<file path="config.mk">
export PLATFORM = sky130hd
export DESIGN_NAME = radix4_div
export DESIGN_NICKNAME = d
export VERILOG_FILES = /design/src/rtl/radix4_div_pkg.sv /design/src/rtl/radix4_div_shl_2.sv /design/src/rtl/radix4_div.sv
export SDC_FILE = /design/constraint.sdc
export NUM_CORES = 1
export LEC_CHECK = 0
export ABC_CLOCK_PERIOD_IN_PS = 10700
export CAP_MARGIN = 20
export CORE_MARGIN = 3
export CORE_UTILIZATION = 55
export DETAILED_ROUTE_END_ITERATION = 6
export PLACE_DENSITY = 0.84
export RECOVER_POWER = 100
export SYNTH_ARGS = -nofsm -noshare
export SYNTH_HDL_FRONTEND = slang
export SYNTH_SLANG_ARGS = --single-unit
</file>
<file path="constraint.sdc">
create_clock -name clk -period 10.7 [get_ports clk]
set_input_delay 1.605 -clock clk [delete_from_list [all_inputs] [get_ports clk]]
set_output_delay 1.605 -clock clk [all_outputs]
set_load 0.01 [all_outputs]
</file>
<file path="src/rtl/radix4_div_pkg.sv">
// Shared types and constants for the radix-4 restoring divider.
package radix4_pkg;

  localparam int unsigned RADIX_SHIFT = 2;
  localparam int unsigned DEF_WIDTH   = 8;
  localparam int unsigned ITER        = DEF_WIDTH / RADIX_SHIFT;

  typedef enum logic [1:0] {
    IDLE = 2'd0,
    RUN  = 2'd1,
    DONE = 2'd2
  } state_e;

  // Number of radix-4 iterations for a given operand width.
  function automatic int unsigned iter_count(input int unsigned width);
    return width / RADIX_SHIFT;
  endfunction

endpackage

</file>
<file path="src/rtl/radix4_div_shl_2.sv">
// Combinational left shift by two: mirror of the datapath's shr_2 stage.
module shl_2 #(
  parameter int unsigned WIDTH = 8
) (
  input  logic [WIDTH+1:0] in_i,
  input  logic [1:0]       inadd_i,
  output logic [WIDTH+1:0] out_c,
  output logic [1:0]       res_c
);

  assign out_c = {in_i[WIDTH-1:0], inadd_i};
  assign res_c = in_i[WIDTH+1:WIDTH];

endmodule

</file>
<file path="src/rtl/radix4_div.sv">
// Sequential unsigned radix-4 restoring divider, two quotient bits per clock,
// with a start/busy/done handshake.
module radix4_div
  import radix4_pkg::*;
#(
  parameter int unsigned WIDTH = 8
) (
  input  logic             clk,
  input  logic             rst_n,
  input  logic             start,
  input  logic [WIDTH-1:0] dividend,
  input  logic [WIDTH-1:0] divisor,
  output logic             busy,
  output logic             done,
  output logic [WIDTH-1:0] quotient,
  output logic [WIDTH-1:0] remainder,
  output logic             div_by_zero
);

  localparam int unsigned ITER_N = iter_count(WIDTH);
  localparam int unsigned CNT_W  = (ITER_N > 1) ? $clog2(ITER_N) : 1;
  localparam int unsigned PW     = WIDTH + 2;

  state_e             state_q, state_d;
  logic [CNT_W-1:0]   cnt_q, cnt_d;
  logic [PW-1:0]      p_q, p_d;
  logic [WIDTH-1:0]   q_q, q_d;
  logic [WIDTH-1:0]   d_q, d_d;
  logic               dbz_pend_q, dbz_pend_d;
  logic               busy_q, busy_d;
  logic               done_q, done_d;
  logic [WIDTH-1:0]   quo_q, quo_d;
  logic [WIDTH-1:0]   rem_q, rem_d;
  logic               dbz_q, dbz_d;

  logic [PW-1:0]      p_sh_c;
  logic [1:0]         unused_res_c;
  logic [PW-1:0]      d1_c, d2_c, d3_c;
  logic [PW-1:0]      p_rem_c;
  logic [1:0]         digit_c;
  logic [WIDTH-1:0]   q_next_c;

  shl_2 #(.WIDTH(WIDTH)) u_shl_2 (
    .in_i    (p_q),
    .inadd_i (q_q[WIDTH-1:WIDTH-2]),
    .out_c   (p_sh_c),
    .res_c   (unused_res_c)
  );

  // Digit select; a zero divisor naturally yields all-ones quotient and P = dividend.
  always_comb begin
    d1_c    = PW'(d_q);
    d2_c    = d1_c << 1;
    d3_c    = d2_c + d1_c;
    digit_c = 2'd0;
    p_rem_c = p_sh_c;
    if (p_sh_c >= d3_c) begin
      digit_c = 2'd3;
      p_rem_c = p_sh_c - d3_c;
    end else if (p_sh_c >= d2_c) begin
      digit_c = 2'd2;
      p_rem_c = p_sh_c - d2_c;
    end else if (p_sh_c >= d1_c) begin
      digit_c = 2'd1;
      p_rem_c = p_sh_c - d1_c;
    end
    q_next_c = {q_q[WIDTH-3:0], digit_c};
  end

  // Next-state and output logic.
  always_comb begin
    state_d    = state_q;
    cnt_d      = cnt_q;
    p_d        = p_q;
    q_d        = q_q;
    d_d        = d_q;
    dbz_pend_d = dbz_pend_q;
    busy_d     = busy_q;
    done_d     = 1'b0;
    quo_d      = quo_q;
    rem_d      = rem_q;
    dbz_d      = dbz_q;
    case (state_q)
      IDLE, DONE: begin
        if (start) begin
          state_d    = RUN;
          cnt_d      = '0;
          p_d        = '0;
          q_d        = dividend;
          d_d        = divisor;
          dbz_pend_d = (divisor == '0);
          busy_d     = 1'b1;
        end else begin
          state_d = IDLE;
        end
      end
      RUN: begin
        p_d   = p_rem_c;
        q_d   = q_next_c;
        cnt_d = cnt_q + CNT_W'(1);
        if (cnt_q == CNT_W'(ITER_N - 1)) begin
          state_d = DONE;
          busy_d  = 1'b0;
          done_d  = 1'b1;
          quo_d   = q_next_c;
          rem_d   = p_rem_c[WIDTH-1:0];
          dbz_d   = dbz_pend_q;
        end
      end
      default: state_d = IDLE;
    endcase
  end

  always_ff @(posedge clk or negedge rst_n) begin
    if (!rst_n) begin
      state_q    <= IDLE;
      cnt_q      <= '0;
      p_q        <= '0;
      q_q        <= '0;
      d_q        <= '0;
      dbz_pend_q <= 1'b0;
      busy_q     <= 1'b0;
      done_q     <= 1'b0;
      quo_q      <= '0;
      rem_q      <= '0;
      dbz_q      <= 1'b0;
    end else begin
      state_q    <= state_d;
      cnt_q      <= cnt_d;
      p_q        <= p_d;
      q_q        <= q_d;
      d_q        <= d_d;
      dbz_pend_q <= dbz_pend_d;
      busy_q     <= busy_d;
      done_q     <= done_d;
      quo_q      <= quo_d;
      rem_q      <= rem_d;
      dbz_q      <= dbz_d;
    end
  end

  assign busy        = busy_q;
  assign done        = done_q;
  assign quotient    = quo_q;
  assign remainder   = rem_q;
  assign div_by_zero = dbz_q;

endmodule

</file>
==> results by group, run 1 <==
Clock tree
  • Root buffer selected by CTS: clkbuf_8
  • CTS buffer count: 5
  • CTS tree: built
  • CTS Hold Bufs: 0
  • CTS Sinks: 48
  • H-Tree Depth: 2
  • Clk Latency, worst-skew pair: ~0.30 ns
  • Setup bufs post-CTS: 0
  • Clock transition at path regs: roughly 0.08 ns
  • Resize count post-CTS: 0
  • Longest Clk Path Bufs: 2

Cells and area
  • Ant diodes: 0
  • Fillers: 522
  • Most frequent cells in the layout: nand2_1 (59), dfrtp_1 (48), ha_1 (34), o21ai_0 (31), dlygate4sd3_1 (20)
  • Multi-input combinational cell area: 0.002182 mm^2
  • Most common cell after layout, fill and taps aside: nand2_1
  • Nets: about 480
  • Share of cells above drive strength 1: 0.04450
  • FF/Latch Area: 0.001201 mm^2
  • P&R area growth vs syn: 13.31%

Route
  • DR vias/cell: 6.239
  • Drt pass-1 iters: 6
  • Detailed Route Iter0 Violations: 249
  • Drt wl/cell: 17.64 um
  • Detailed-route DRC error count: 0
  • Total number of vias: 3132
  • Remaining antenna violation count: 0
  • Total Wirelength: 8856 um

Min path
  • Hold WC Path Type: flip-flop to flip-flop
  • Hold_sp: remainder[3]

Floorplanning
  • IO Pins: 38
  • Die Y: 86.17 um
  • Core Box Area: 0.006061 mm^2
  • Die W: 86.17 um
  • Initial Util: 0.5832
  • Die area: 0.007424 mm^2
  • # rows: 28

Global routing
  • Vias in the first global route: 3094
  • Tot GR Track Use: 0.2520
  • First-pass GRT wire length: between 10000 and 15000 um
  • Antenna violations before repair: 0
  • Total congestion overflow: 0
  • Largest net degree at the start of global routing: 49

Synth
  • Syn_area_per_cell: roughly 9 um^2
  • EDFF count, synth: 0
  • Async set-reset flop share out of synthesis: 1.000
  • Main synth FF type: dfrtp_1
  • Synthesized area: 0.003535 mm^2
  • Register area share after synthesis: 0.3398
  • Cell count after synthesis: just under 400
  • #FFs+latches synth: 48
  • Netlist cell types: 64
  • Yosys synthesis warning count: 0
  • Mapped Nets: 450

Timing
  • Slew Limit Fails: 87
  • Slew Limit Headroom: -0.3685
  • Worst-Margin Slew: a little over 2 ns
  • Fin. Hold Viols: 0
  • Final Worst Setup Slack: 5.528 ns
  • Final setup skew: 0.006638 ns
  • RSZ-0062 raised after global routing: no
  • Fin crit share: 0.4833
  • Fmax: 193.4 MHz
  • # setup viols final: 0
  • Setup TNS: 0 ns
  • Crit path time final: 5.172 ns

Placed design
  • IO buf count: 37
  • Routability Congestion: 1.014
  • Setup Slack @ Placement: about 6.7 ns
  • Dpl hpwl: roughly 6800 um

Setup path
  • CP Data Required Time: 10.92 ns
  • Critical path launch point type: flip-flop
  • Max FO, Critical Path: 16
  • Setup CP Type: flip-flop to flip-flop
  • Crit end category: flip-flop
  • CP Launch Point: d_q[1]
  • Crit path DAT: between 5 and 6 ns
  • R2r startpoint: d_q[1]

Run status
  • Status: finished, violations left
  • Failing checks: max-capacitance violations, max-slew violations

Run
  • Max_cap viols: 3
==> cells in the mapped netlist, drive strengths merged, types with 2 or more instances <==
cell type	number	area, um^2
nand2	59	221.5
dfrtp	48	1201
ha	34	425.4
o21ai	32	160.1
inv	19	71.32
a21oi	18	97.60
nor2	16	60.06
nand3	11	55.05
nor3	10	55.05
a211oi	9	77.57
a21o	9	67.56
a31oi	9	62.56
clkbuf	8	30.03
nor2b	8	50.05
xnor2	8	70.07
and3	7	45.05
xor2	7	61.31
a22oi	6	45.04
o21a	6	45.04
buf	5	25.03
nand2b	5	31.28
nor4	5	31.28
a221o	4	40.04
fa	4	80.08
a211o	3	26.28
and2	3	21.27
mux2i	3	30.03
o211ai	3	22.52
a21boi	2	18.77
a32oi	2	17.52
nand3b	2	15.01
nand4	2	12.51
nand4b	2	17.52
nor3b	2	15.01
o31a	2	17.52
or4	2	15.01
==> kinds of logic after synthesis <==
kind of cell | after synthesis | share of synthesized area
simple gates | 139 | 0.1933
compound gates | 117 | 0.2382
flops | 48 | 0.3398
fa+ha+maj | 38 | 0.1430
buf+inv | 32 | 0.03575
xor+xnor | 15 | 0.03717
mux | 4 | 0.01274
==> registers in the layout, summed over array words and instances (netlist names) <==
name,count
d_q,8
quotient,8
state_q,2
busy,1
p_q,8
done,1
q_q,8
remainder,8
cnt_q,2
div_by_zero,1
dbz_pend_q,1
==> worst max-delay path: stages (launching register included) <==
cell      delay (ns)
dfrtp_1         0.43
ha_1            0.21
inv_1           0.06
fa_1            0.40
nor2b_1         0.16
o21ai_0         0.12
nand2b_1        0.12
a21o_1          0.12
a21o_1          0.14
xor2_1          0.17
ha_1            0.29
a21o_1          0.18
a211o_1         0.28
o32ai_1         1.45
a21boi_0        0.46
mux2_4          0.34
o21ai_0         0.14
==> cell type report <==
type	instances	share of cell area
clock inverter	2	0.003124
sequential	48	0.2999
inverter	19	0.01781
clock buffer	5	0.01718
tap	75	0.02343
multi-input combinational	313	0.5448
timing repair buffer	40	0.09372
==> per-layer routing <==
metal,vias up,GRT usage,wire length (um)
met3,18,0.03554,610
met4,0,0.07770,171
met1,1486,0.3380,3938
met2,119,0.4212,4136
met5,-,0,0
li1,1509,-,-
==> path summary, 6_finish.rpt <==
| path | to | slack, ns | cells after the start |
|---|---|---|---|
| worst max register to register | remainder[0] | 5.53 | 16 |
| worst max-delay path | remainder[0] | 5.53 | 16 |
| worst min-delay path | remainder[3] | 0.47 | 2 |
| max in group asynchronous | remainder[4] | 7.23 | 2 |
| min in group asynchronous | quotient[4] | 1.20 | 1 |
| worst min register to register | remainder[3] | 0.47 | 2 |
==> metrics by stage <==
stage | utilization | std cells | instance area [um^2] | hold WS, ns
floorplan | - | 393 | 3535 | 0.4386
global placement | 0.6528 | 494 | 3956 | 0.4562
detailed placement | 0.6528 | 494 | 3956 | 0.4562
CTS | 0.6662 | 501 | 4038 | 0.4893
global route | 0.6608 | 502 | 4005 | 0.5067
finish | 0.6608 | 502 | 4005 | 0.4748
Power of run 1 is not shown: default switching activity piles up to over one toggle a cycle in this logic, so the estimate is an artifact.
==> run 2: changes to the inputs <==
--- a/config.mk
+++ b/config.mk
@@ -5,7 +5,7 @@
 export SDC_FILE = /design/constraint.sdc
 export NUM_CORES = 1
 export LEC_CHECK = 0
-export ABC_CLOCK_PERIOD_IN_PS = 10700
+export ABC_CLOCK_PERIOD_IN_PS = 5000
 export CAP_MARGIN = 20
 export CORE_MARGIN = 3
 export CORE_UTILIZATION = 55
==> constraint.sdc (replaced) <==
create_clock -name clk -period 5 [get_ports clk]
set_input_delay 0.75 -clock clk [delete_from_list [all_inputs] [get_ports clk]]
set_output_delay 0.75 -clock clk [all_outputs]
set_load 0.01 [all_outputs]
==> results by group, run 2 (synthesis gave the netlist of run 1 again) <==
Setup path
  • CP Launch Point: d_q[1]
  • CP dominant cell by count: a21o_1
  • Critical path launch point type: flip-flop
  • Slowest stage delay, CP: a little over 0.8 ns
  • Max FO, Critical Path: 16
  • Crit end category: flip-flop
  • Cell Chain, Critical Path: ha_1 > inv_1 > fa_1 > nor2b_1 > o21ai_0 > nand2b_1 > a21o_1 > a21o_1 > xor2_1 > ha_1 > a21o_1 > a211o_1 > o32ai_2 > a21boi_2 > mux2_4 > o21ai_1
  • R2r startpoint: d_q[1]
  • Crit path DAT: ~4.6 ns
  • CP max-delay cell: o32ai_2
  • CP Data Required Time: 5.22 ns
  • Setup CP Type: flip-flop to flip-flop

Clock tree
  • Clk Latency, worst-skew pair: 0.30 ns
  • CTS Sinks: 48
  • CTS buffer count: 5
  • Root buffer selected by CTS: clkbuf_8
  • Longest Clk Path Bufs: 2
  • Resize count post-CTS: 0
  • Setup bufs post-CTS: 0
  • CTS tree: built
  • Clock transition at path regs: 0.09 ns
  • H-Tree Depth: 2
  • CTS Hold Bufs: 0

Global routing
  • Total congestion overflow: 0
  • Antenna violations before repair: 0
  • Tot GR Track Use: 0.2523
  • Largest net degree at the start of global routing: 49
  • First-pass GRT wire length: 14780 um
  • Vias in the first global route: 3089

Floorplanning
  • Die area: 0.007424 mm^2
  • IO Pins: 38
  • Core Box Area: slightly above 0.006 mm^2
  • Die W: 86.17 um
  • Die Y: between 80 and 90 um
  • # rows: 28
  • Initial Util: 0.5832

Timing
  • Fin. Hold Viols: 0
  • Setup TNS: 0 ns
  • Worst-Margin Slew: 2.155 ns
  • Fin crit share: 0.8720
  • Crit path time final: 4.360 ns
  • Slew Limit Fails: 43
  • Fmax: 229.4 MHz
  • RSZ-0062 raised after global routing: no
  • # setup viols final: 0
  • Final setup skew: 0.01115 ns
  • Slew Limit Headroom: -0.4367

Route
  • Total number of vias: 3164
  • Detailed Route Iter0 Violations: 274
  • Total Wirelength: 8868 um
  • Remaining antenna violation count: 0
  • Drt pass-1 iters: 5
  • DR vias/cell: 6.290
  • Detailed-route DRC error count: 0
  • Drt wl/cell: 17.63 um

Run
  • Max_cap viols: 1

Cells and area
  • Fillers: 497
  • Post-route cell area: 0.004020 mm^2
  • P&R area growth vs syn: 13.73%
  • Share of cells above drive strength 1: 0.04907
  • Ant diodes: 0
  • Most common cell after layout, fill and taps aside: nand2_1
  • Most frequent cells in the layout: nand2_1 (59), dfrtp_1 (48), ha_1 (34), o21ai_0 (29), dlygate4sd3_1 (20)
  • Nets: 485

Min path
  • Hold WC Path Type: input pin to async pin

Placed design
  • IO buf count: 37
  • Dpl hpwl: 6724 um
  • Placed Area: 0.003964 mm^2
  • Routability Congestion: 1.003

Run status
  • Status: finished, violations left
  • Failing checks: max-capacitance violations, max-slew violations
-- run 2: changes by cell type in the layout (fill, tap and decap cells not counted) --
cell      delta
a21boi_2     +1
clkbuf_1     +1
a21boi_0     -1
o32ai_1      -1
o21ai_1      +2
o32ai_2      +1
o21ai_0      -2
-- run 2: stage by stage --
step / hold WS [ns] / util / setup slack (ns) / std cells
finish: 0.3269 / 0.6633 / 0.6402 / 503
global route: 0.3341 / 0.6633 / 0.3152 / 503
CTS: 0.4838 / 0.6674 / 0.9088 / 502
detailed placement: 0.4613 / 0.6540 / 1.025 / 495
global placement: 0.4562 / 0.6540 / 1.170 / 495
floorplan: 0.4386 / - / 1.574 / 393
-- run 2: layout make-up --
class	count	area [um^2]	area share
Clock buffer	5	68.82	0.01712
Timing Repair Buffer	41	379.1	0.09430
Multi-Input combinational cell	313	2193	0.5456
Clock inverter	2	12.51	0.003112
Tap cell	75	93.84	0.02334
Inverter	19	71.32	0.01774
Sequential cell	48	1201	0.2988
-- run 2: metal layers --
metal  up-vias  track usage  wire length [um]
met2       121       0.4093              4147
li1       1508            -                 -
met1      1511       0.3411              3874
met5         -            0                 0
met4         0      0.08489               243
met3        24      0.04419               603
-- run 2: path summary, 6_finish.rpt --
| check | slack [ns] | to | cells after the start |
|---|---|---|---|
| max | 0.64 | remainder[0] | 16 |
| max reg2reg | 0.64 | remainder[0] | 16 |
| min reg2reg | 0.48 | quotient[2] | 2 |
| min in group clk | 0.48 | quotient[2] | 2 |
| max in group asynchronous | 2.33 | d_q[3] | 2 |
| min | 0.33 | quotient[3] | 1 |
-- run 2: worst max-delay path, delay by kind of cell, from the launching register on --
kind,cells,cell delay [ns]
fa+ha+maj,3,0.90
mux,1,0.32
compound gates,8,2.12
flops,1,0.42
buf+inv,1,0.06
xor+xnor,1,0.16
simple gates,2,0.29
Power of run 2 is left out for the same reason.
